[config.mk]
export PLATFORM = sky130hd
export DESIGN_NAME = load_writeback_unit
export DESIGN_NICKNAME = d
export VERILOG_FILES = /design/src/rtl/load_writeback_unit.sv
export SDC_FILE = /design/constraint.sdc
export NUM_CORES = 1
export LEC_CHECK = 0
export BUFFER_PORTS_ARGS = -buffer_cell sky130_fd_sc_hd__buf_2
export CORE_AREA = 2 2 135 137
export CTS_BUF_LIST = sky130_fd_sc_hd__clkbuf_16
export DETAILED_ROUTE_END_ITERATION = 6
export DIE_AREA = 0 0 137 139
export GPL_ROUTABILITY_DRIVEN = 0
export GPL_TIMING_DRIVEN = 0
export PLACE_DENSITY = 0.83
export SYNTH_ARGS = -nofsm -noshare
export SYNTH_HDL_FRONTEND = slang
export SYNTH_SLANG_ARGS = --single-unit
[constraint.sdc]
create_clock -name clk -period 4.6 [get_ports clk]
set_clock_uncertainty 0.1 [all_clocks]
set_input_delay 0.46 -clock clk [delete_from_list [all_inputs] [get_ports clk]]
set_output_delay 0.46 -clock clk [all_outputs]
set_load 0.01 [all_outputs]
[src/rtl/load_writeback_unit.sv]
// load_writeback_unit: writeback-side load unit.
// Accepts one instruction at a time. Loads read data memory over a req/ready
// handshake and zero- or sign-extend the returned data. Non-loads forward
// alu_result. Every output is driven directly from a flop.
module load_writeback_unit #(
  parameter int TIMEOUT = 16
) (
  input  logic        clk,
  input  logic        rst,
  input  logic        req_valid,
  output logic        req_ready,
  input  logic [5:0]  opcode,
  input  logic [4:0]  rd,
  input  logic [63:0] ea,
  input  logic [63:0] alu_result,
  output logic        mem_req,
  output logic [63:0] mem_addr,
  input  logic        mem_ready,
  input  logic [63:0] mem_rdata,
  output logic [63:0] write_data,
  output logic [4:0]  wb_rd,
  output logic        RegWrite,
  output logic        err
);

  localparam int CW = $clog2(TIMEOUT + 1);
  localparam logic [CW-1:0] TIMEOUT_C = CW'(TIMEOUT);

  localparam logic [5:0] OP_LBZ = 6'd34;
  localparam logic [5:0] OP_LHZ = 6'd40;
  localparam logic [5:0] OP_LHA = 6'd42;
  localparam logic [5:0] OP_LWZ = 6'd32;
  localparam logic [5:0] OP_LD  = 6'd58;

  typedef enum logic [1:0] {
    IDLE      = 2'd0,
    MEM_WAIT  = 2'd1,
    WRITEBACK = 2'd2
  } state_t;

  state_t         state_q, state_d;
  logic [CW-1:0]  cnt_q, cnt_d;
  logic [CW-1:0]  cnt_inc_s;
  logic [5:0]     op_q, op_d;
  logic [4:0]     rd_q, rd_d;
  logic           req_ready_q, req_ready_d;
  logic           mem_req_q, mem_req_d;
  logic [63:0]    mem_addr_q, mem_addr_d;
  logic [63:0]    write_data_q, write_data_d;
  logic [4:0]     wb_rd_q, wb_rd_d;
  logic           reg_write_q, reg_write_d;
  logic           err_q, err_d;

  // Recognised load opcodes; everything else is a non-load.
  function automatic logic is_load(input logic [5:0] op);
    case (op)
      OP_LBZ, OP_LHZ, OP_LHA, OP_LWZ, OP_LD: is_load = 1'b1;
      default:                               is_load = 1'b0;
    endcase
  endfunction

  // Natural alignment check: the address must be a multiple of the access size.
  function automatic logic is_aligned(input logic [5:0] op, input logic [63:0] addr);
    case (op)
      OP_LBZ:         is_aligned = 1'b1;
      OP_LHZ, OP_LHA: is_aligned = (addr[0] == 1'b0);
      OP_LWZ:         is_aligned = (addr[1:0] == 2'b00);
      OP_LD:          is_aligned = (addr[2:0] == 3'b000);
      default:        is_aligned = 1'b1;
    endcase
  endfunction

  // Zero/sign extension of right-justified memory data. Only lha sign-extends.
  function automatic logic [63:0] extend(input logic [5:0] op, input logic [63:0] d);
    case (op)
      OP_LBZ:  extend = {56'd0, d[7:0]};
      OP_LHZ:  extend = {48'd0, d[15:0]};
      OP_LHA:  extend = {{48{d[15]}}, d[15:0]};
      OP_LWZ:  extend = {32'd0, d[31:0]};
      OP_LD:   extend = d;
      default: extend = d;
    endcase
  endfunction

  assign req_ready  = req_ready_q;
  assign mem_req    = mem_req_q;
  assign mem_addr   = mem_addr_q;
  assign write_data = write_data_q;
  assign wb_rd      = wb_rd_q;
  assign RegWrite   = reg_write_q;
  assign err        = err_q;

  // Next-state and next-output logic; strobes default low, data holds.
  always_comb begin
    state_d      = state_q;
    cnt_d        = cnt_q;
    op_d         = op_q;
    rd_d         = rd_q;
    req_ready_d  = req_ready_q;
    mem_req_d    = mem_req_q;
    mem_addr_d   = mem_addr_q;
    write_data_d = write_data_q;
    wb_rd_d      = wb_rd_q;
    reg_write_d  = 1'b0;
    err_d        = 1'b0;
    cnt_inc_s    = cnt_q + CW'(1);

    case (state_q)
      IDLE: begin
        req_ready_d = 1'b1;
        if (req_valid && req_ready_q) begin
          op_d  = opcode;
          rd_d  = rd;
          cnt_d = '0;
          if (!is_load(opcode)) begin
            state_d      = WRITEBACK;
            write_data_d = alu_result;
            wb_rd_d      = rd;
            reg_write_d  = 1'b1;
            req_ready_d  = 1'b0;
          end else if (!is_aligned(opcode, ea)) begin
            // Misaligned: flag it and stay ready for the next request.
            err_d = 1'b1;
          end else begin
            state_d     = MEM_WAIT;
            mem_req_d   = 1'b1;
            mem_addr_d  = ea;
            req_ready_d = 1'b0;
          end
        end else begin
          state_d = IDLE;
        end
      end

      MEM_WAIT: begin
        cnt_d = cnt_inc_s;
        // mem_ready has priority over a timeout in the same cycle.
        if (mem_ready) begin
          state_d      = WRITEBACK;
          write_data_d = extend(op_q, mem_rdata);
          wb_rd_d      = rd_q;
          reg_write_d  = 1'b1;
          mem_req_d    = 1'b0;
          cnt_d        = '0;
        end else if (cnt_inc_s == TIMEOUT_C) begin
          state_d     = IDLE;
          mem_req_d   = 1'b0;
          err_d       = 1'b1;
          req_ready_d = 1'b1;
          cnt_d       = '0;
        end else begin
          mem_req_d = 1'b1;
        end
      end

      WRITEBACK: begin
        state_d     = IDLE;
        req_ready_d = 1'b1;
      end

      default: begin
        state_d     = IDLE;
        req_ready_d = 1'b1;
        mem_req_d   = 1'b0;
        cnt_d       = '0;
      end
    endcase
  end

  // State and output registers with synchronous reset.
  always_ff @(posedge clk) begin
    if (rst) begin
      state_q      <= IDLE;
      cnt_q        <= '0;
      op_q         <= 6'd0;
      rd_q         <= 5'd0;
      req_ready_q  <= 1'b1;
      mem_req_q    <= 1'b0;
      mem_addr_q   <= 64'd0;
      write_data_q <= 64'd0;
      wb_rd_q      <= 5'd0;
      reg_write_q  <= 1'b0;
      err_q        <= 1'b0;
    end else begin
      state_q      <= state_d;
      cnt_q        <= cnt_d;
      op_q         <= op_d;
      rd_q         <= rd_d;
      req_ready_q  <= req_ready_d;
      mem_req_q    <= mem_req_d;
      mem_addr_q   <= mem_addr_d;
      write_data_q <= write_data_d;
      wb_rd_q      <= wb_rd_d;
      reg_write_q  <= reg_write_d;
      err_q        <= err_d;
    end
  end

endmodule

==> run metrics, run 1 <==
Final Critical Period approximately 2.4 ns; IO Count 344; CP arrival 2.59 ns; Max Freq 417.0 MHz; FILL cells 1,589; final non-filler cell total 1,461; H-tree lvl count 4; Overflow after GRT 0; cts hold-fix bufs 0; cell depth of the worst flop-to-flop path 6; Final HPWL DP around 19,000 microns; post-synthesis cell type count 48; cts repair resizes 0; startpoint types input pin; Max Buffers Root-to-Sink 2; Max Cap Violations 0; DRC 0; Final nets 1,427; Synth Warn # 0; Slew headroom around 54%; hold_sp rd[1]; ys flop type dfxtp_1; Rows ~50; reg2reg end write_data[57]$_SDFFE_PP0P_; Starting DRT DRC Count 278; vias post-DR approximately 7,400; antenna violations before repair 3; DIE WIDTH 137 microns; Area Growth Syn to Fin 34.10%; Max Transition Viols Final 0; FF-to-FF setup slack between 2 and 2.5 ns; DRT Pass-1 Iters 5; Synth Instances between 800 and 900; hold path cells 3; worst hold path class input pin to flip-flop; RSZ-0062 raised after global routing false; Routed wire per std cell about 17 microns; number of buffers added on ports 343; final core occ between 50 and 60%; share of cells above drive strength 1 roughly 33%; Post-synth ARST share 0%; Tot Pwr 3.376 mW; Critical R2R Launch op_q[0]$_SDFFE_PP0P_; period utilization between 50% and 60%; Crit path required time about 4.8 ns; first-pass GRT wire length 36,470 microns; largest net degree at the start of global routing 17; Pleak 4.864 nW; chip height about 140 microns; final setup fails 0; mapped cell area 7625 sq um; die area between 15,000 and 20,000 sq um; post-synth net total 1,065; register area share after synthesis 40.70%; most common cell after layout, fill and taps aside buf_2; Avg Inst Size Synth 8.897 sq um; # placed instances between 1,000 and 1,500; clock buffer count from CTS 17; clk sinks 155; vias per inst between 5 and 6; Initial Util 43.18%; endpoints failing hold 0; crit path kind input pin to flip-flop; Root Buffer clkbuf_16; maximum VDD drop 0.0002488 V; worst-skew pair later-pin latency 0.42 ns; number of enable flip-flop cells after synthesis 0; total global-route track usage 24.46%; wirelength, routed roughly 24,000 microns; vias in the first global route 7,165; worst-margin pin slew ~0.68 ns; synthesized flop and latch total 155; setup repair bufs after CTS 0; TritonCTS clock tree done; status finished clean; crit end category flip-flop; setup_tns 0 ns; final antenna-violating net count 0; CP Max Fanout 10; core area 17,660 sq um; most frequent cells in the layout 349 x buf_2, 170 x nand2b_1, 155 x dfxtp_1, 104 x mux2i_1, 85 x nand2_1; Worst-path clk slew 0.07 ns; end of the worst hold path rd_q[1]$_SDFFE_PP0P_; P per Cell Area 330.2 nW/um^2
-- worst max path at each step --
stage,start,endpoint
2_1_floorplan,opcode[0],wb_rd[2]$_SDFFE_PP0P_
3_3_place_gp,rst,cnt_q[1]$_SDFFE_PP0P_
3_5_place_dp,rst,cnt_q[1]$_SDFFE_PP0P_
4_1_cts,rst,cnt_q[1]$_SDFFE_PP0P_
5_1_grt,rst,rd_q[0]$_SDFFE_PP0P_
6_report,rst,cnt_q[1]$_SDFFE_PP0P_
-- worst max-delay path, cell delays in order --
cell and delay, ns:
buf_2 0.14, clkbuf_1 0.54, clkbuf_1 0.45, clkbuf_1 0.41
clkbuf_1 0.48, nor2_1 0.10
-- routing by layer --
layer	global-route usage, %	vias to the layer above	part of all wire, %
met2	43.60	321	50
met4	9.278	4	2.3
met5	0	-	0.10
li1	-	3626	-
met3	6.433	43	8.1
met1	27.50	3366	40
-- cells by family after synthesis --
| family | Yosys count | share of synthesized area, % |
|---|---|---|
| adders and majority gates | 1 | 0.1641 |
| muxes | 117 | 15.57 |
| buffers and inverters | 78 | 4.791 |
| DFF | 155 | 40.70 |
| and+or+nand+nor | 355 | 24.86 |
| AOI/OAI and AO/OA | 151 | 13.92 |
-- synth_stat cells, types with 2 or more instances --
cell        n  share of area (%)
nor2_1     58                2.9
inv_1       9               0.44
a211oi_1    9               0.89
a211o_1    33                3.8
mux2i_1   104                 14
buf_6       2               0.30
o211ai_1    2               0.20
nand2b_1  170                 14
o21ai_0    21                1.4
nand2_1    85                4.2
a32oi_1     2               0.23
dfxtp_1   155                 41
nand3b_1    2               0.20
o21bai_1    9               0.89
nand3_1     2               0.13
buf_4      13                1.3
a22o_1     16                1.8
or3_1       2               0.16
mux2_1     10                1.5
a21oi_1    46                3.0
buf_2       6               0.39
nor2b_1    18                1.5
and2_1      9               0.74
mux2_2      3               0.44
nor3_1      2               0.13
clkbuf_1   47                2.3
-- area by class of cell --
type	instances	area [sq um]	share of cell area, %
multi-input cells	624	4156	40.65
diodes	1	2.502	0.02447
inverters	9	33.78	0.3304
flip-flops and latches	155	3103	30.35
clock buffers	17	425.4	4.161
plain buffers	69	331.6	3.243
clock inverters	14	168.9	1.652
repair buffers	343	1717	16.79
well taps	229	286.5	2.802
-- state kept, by name (all words and copies together) (netlist names) --
name and cells:
RegWrite 1, cnt_q 5, err 1, mem_addr 64, mem_req 1, op_q 6
rd_q 5, req_ready 1, state_q 2, wb_rd 5, write_data 64
-- metrics by stage --
step	worst slack [ns]	cell area, sq um	hold slack (ns)
3_3_place_gp	1.747	9628	0.3426
5_1_grt	2.032	10220	0.1846
4_1_cts	2.174	10220	0.1697
2_1_floorplan	2.611	7625	0.3366
6_report	2.202	10220	0.1908
3_5_place_dp	1.717	9628	0.3538
-- power by group --
group | internal, mW | switching, mW | total, mW
logic | 0.234 | 0.252 | 0.487
registers | 1.40 | 0.0323 | 1.44
clock network | 0.855 | 0.600 | 1.45
Power figures use the tool's default switching activity.
==> run 2, diff against run 1 <==
- CORE_AREA: 2 2 135 137 -> default
- CORE_MARGIN: default -> 1.5
- CORE_UTILIZATION: default -> 43
- DIE_AREA: 0 0 137 139 -> default
- PLACE_DENSITY: 0.83 -> 0.85
- clock period: 4.6 -> 2 ns (I/O delays scaled with it)
==> run 2 against run 1 <==
First-iteration DRC count increased by 37%. Clock power increased by 130%. Utilization increased by 6.6 points. Routed wire length increased by 11%. Sequential share of layout area decreased by 2.5 points. Register-to-register slack got worse by 2.3 ns. Flip-flop and latch count unchanged. Cell count increased by 5.2%. Largest power group unchanged. Global-route usage increased by 3.1 points. Highest routed layer unchanged.
==> run metrics, run 2 (synthesized netlist as in run 1, its figures left out) <==
Routed wire per std cell 17.48 microns; Area Growth Syn to Fin 46.29%; CP Max Fanout 10; vias in the first global route 7,736; sequential cell area 3107 sq um; first-pass GRT wire length 39,540 microns; TritonCTS clock tree done; area of the multi-input gates 4223 sq um; hold path cells 4; number of buffers added on ports between 300 and 400; share of cells above drive strength 1 33.10%; CP arrival between 2 and 2.5 ns; maximum VDD drop 0.0005389 V; vias post-DR 7,977; Final HPWL DP 18,400 microns; largest net degree at the start of global routing 17; final antenna-violating net count 0; Max Transition Viols Final 0; crit end category flip-flop; most common cell after layout, fill and taps aside buf_2; clock buffer count from CTS 17; die area between 15,000 and 20,000 sq um; Worst setup startpoint op_q[0]$_SDFFE_PP0P_; Worst-path clk slew 0.07 ns; DRC 0; Tot Pwr 7.977 mW; Critical R2R Launch op_q[0]$_SDFFE_PP0P_; worst-margin pin slew 0.6254 ns; RSZ-0062 raised after global routing false; IO Count roughly 340; Max Freq 514.3 MHz; final setup fails 0; worst hold path class input pin to flip-flop; Max Cap Violations 0; P per Cell Area 715.1 nW/um^2; Crit path required time 2.22 ns; cell depth of the worst flop-to-flop path 6; Starting DRT DRC Count 380; chip height 136.2 microns; Final nets 1,507; FILL cells 1,369; Initial Util 44.08%; clk sinks 155; worst-skew pair later-pin latency 0.43 ns; total global-route track usage 27.56%; setup ws final 0.05552 ns; core area 17,300 sq um; DIE WIDTH 136.2 microns; Placement Setup Slack -0.5846 ns; Pleak 5.280 nW; crit path kind flip-flop to flip-flop; vias per inst around 5.2; status finished clean; startpoint types flip-flop; final core occ ~64%; setup_tns 0 ns; DRT Pass-1 Iters 5; endpoints failing hold 0; most frequent cells in the layout 348 x buf_2, 170 x nand2b_1, 152 x dfxtp_1, 99 x mux2i_1, 85 x nand2_1; Max Buffers Root-to-Sink 2; hold_sp mem_rdata[63]; period utilization 97.22%; Final Critical Period 1.944 ns; H-tree lvl count 4; wirelength, routed 26,870 microns; antenna violations before repair 3; Root Buffer clkbuf_16; Overflow after GRT 0; Rows 48; Slew headroom about three fifths
==> run 2: cell types whose count changed in the layout (fill, tap and decap cells not counted), sizes merged <==
cell	change
inv	-4
clkinv	+3
dlygate4sd3	+75
clkbuf	-2
bufinv	+1
buf	+7
==> run 2: power breakdown <==
| group | switching [mW] | total, mW | internal (mW) |
|---|---|---|---|
| registers | 0.0815 | 3.31 | 3.23 |
| logic | 0.627 | 1.28 | 0.649 |
| clock network | 1.32 | 3.39 | 2.07 |
| total | 2.03 | 7.98 | 5.94 |
==> run 2: through the flow <==
step           instance area (sq um)  hold slack (ns)  cells
6_report                       11150          0.03267   1537
5_1_grt                        11150          0.03470   1537
3_3_place_gp                    9623           0.3421   1425
2_1_floorplan                   7625           0.2360    857
3_5_place_dp                    9623           0.3483   1425
4_1_cts                        11050          0.01798   1532
==> run 2: final cells by class <==
type / instances / share of cell area (%)
multi-input cells: 624 / 37.86
flip-flops and latches: 155 / 27.85
repair buffers: 425 / 22.59
clock buffers: 17 / 3.814
plain buffers: 67 / 3.410
well taps: 225 / 2.524
clock inverters: 14 / 1.626
inverters: 9 / 0.3029
diodes: 1 / 0.02243
==> run 2: path summary, 6_finish.rpt <==
path                                       to  slack, ns
setup / recovery  write_data[21]$_SDFFE_PP0P_       0.06
hold / removal    write_data[63]$_SDFFE_PP0P_       0.03
hold reg to reg          rd_q[1]$_SDFFE_PP0P_       0.36
setup reg to reg  write_data[21]$_SDFFE_PP0P_       0.06
==> run 2: timing repair <==
item                                    in CTS  in global routing
endpoints found under the hold margin       75                  0
cloned                                       0                  1
endpoints found under the setup margin     132                 97
setup buffers                                3                  3
hold buffers                                75                  0
gates resized for setup                     17                 33
pin swaps                                    2                  1
==> run 2: per-layer routing <==
metal / GRT usage, % / wire length, microns
met1: 30.82 / 10470
met3: 6.600 / 2093
met4: 12.77 / 901
met5: 0 / 26
met2: 49.19 / 13380
==> run 2: critical path, stage by stage (launching register included) <==
cell and delay (ns):
dfxtp_1 0.34, or4b_4 0.58, buf_6 0.18, buf_2 0.18, o21ai_0 0.17, a21oi_1 0.08
a22o_1 0.19
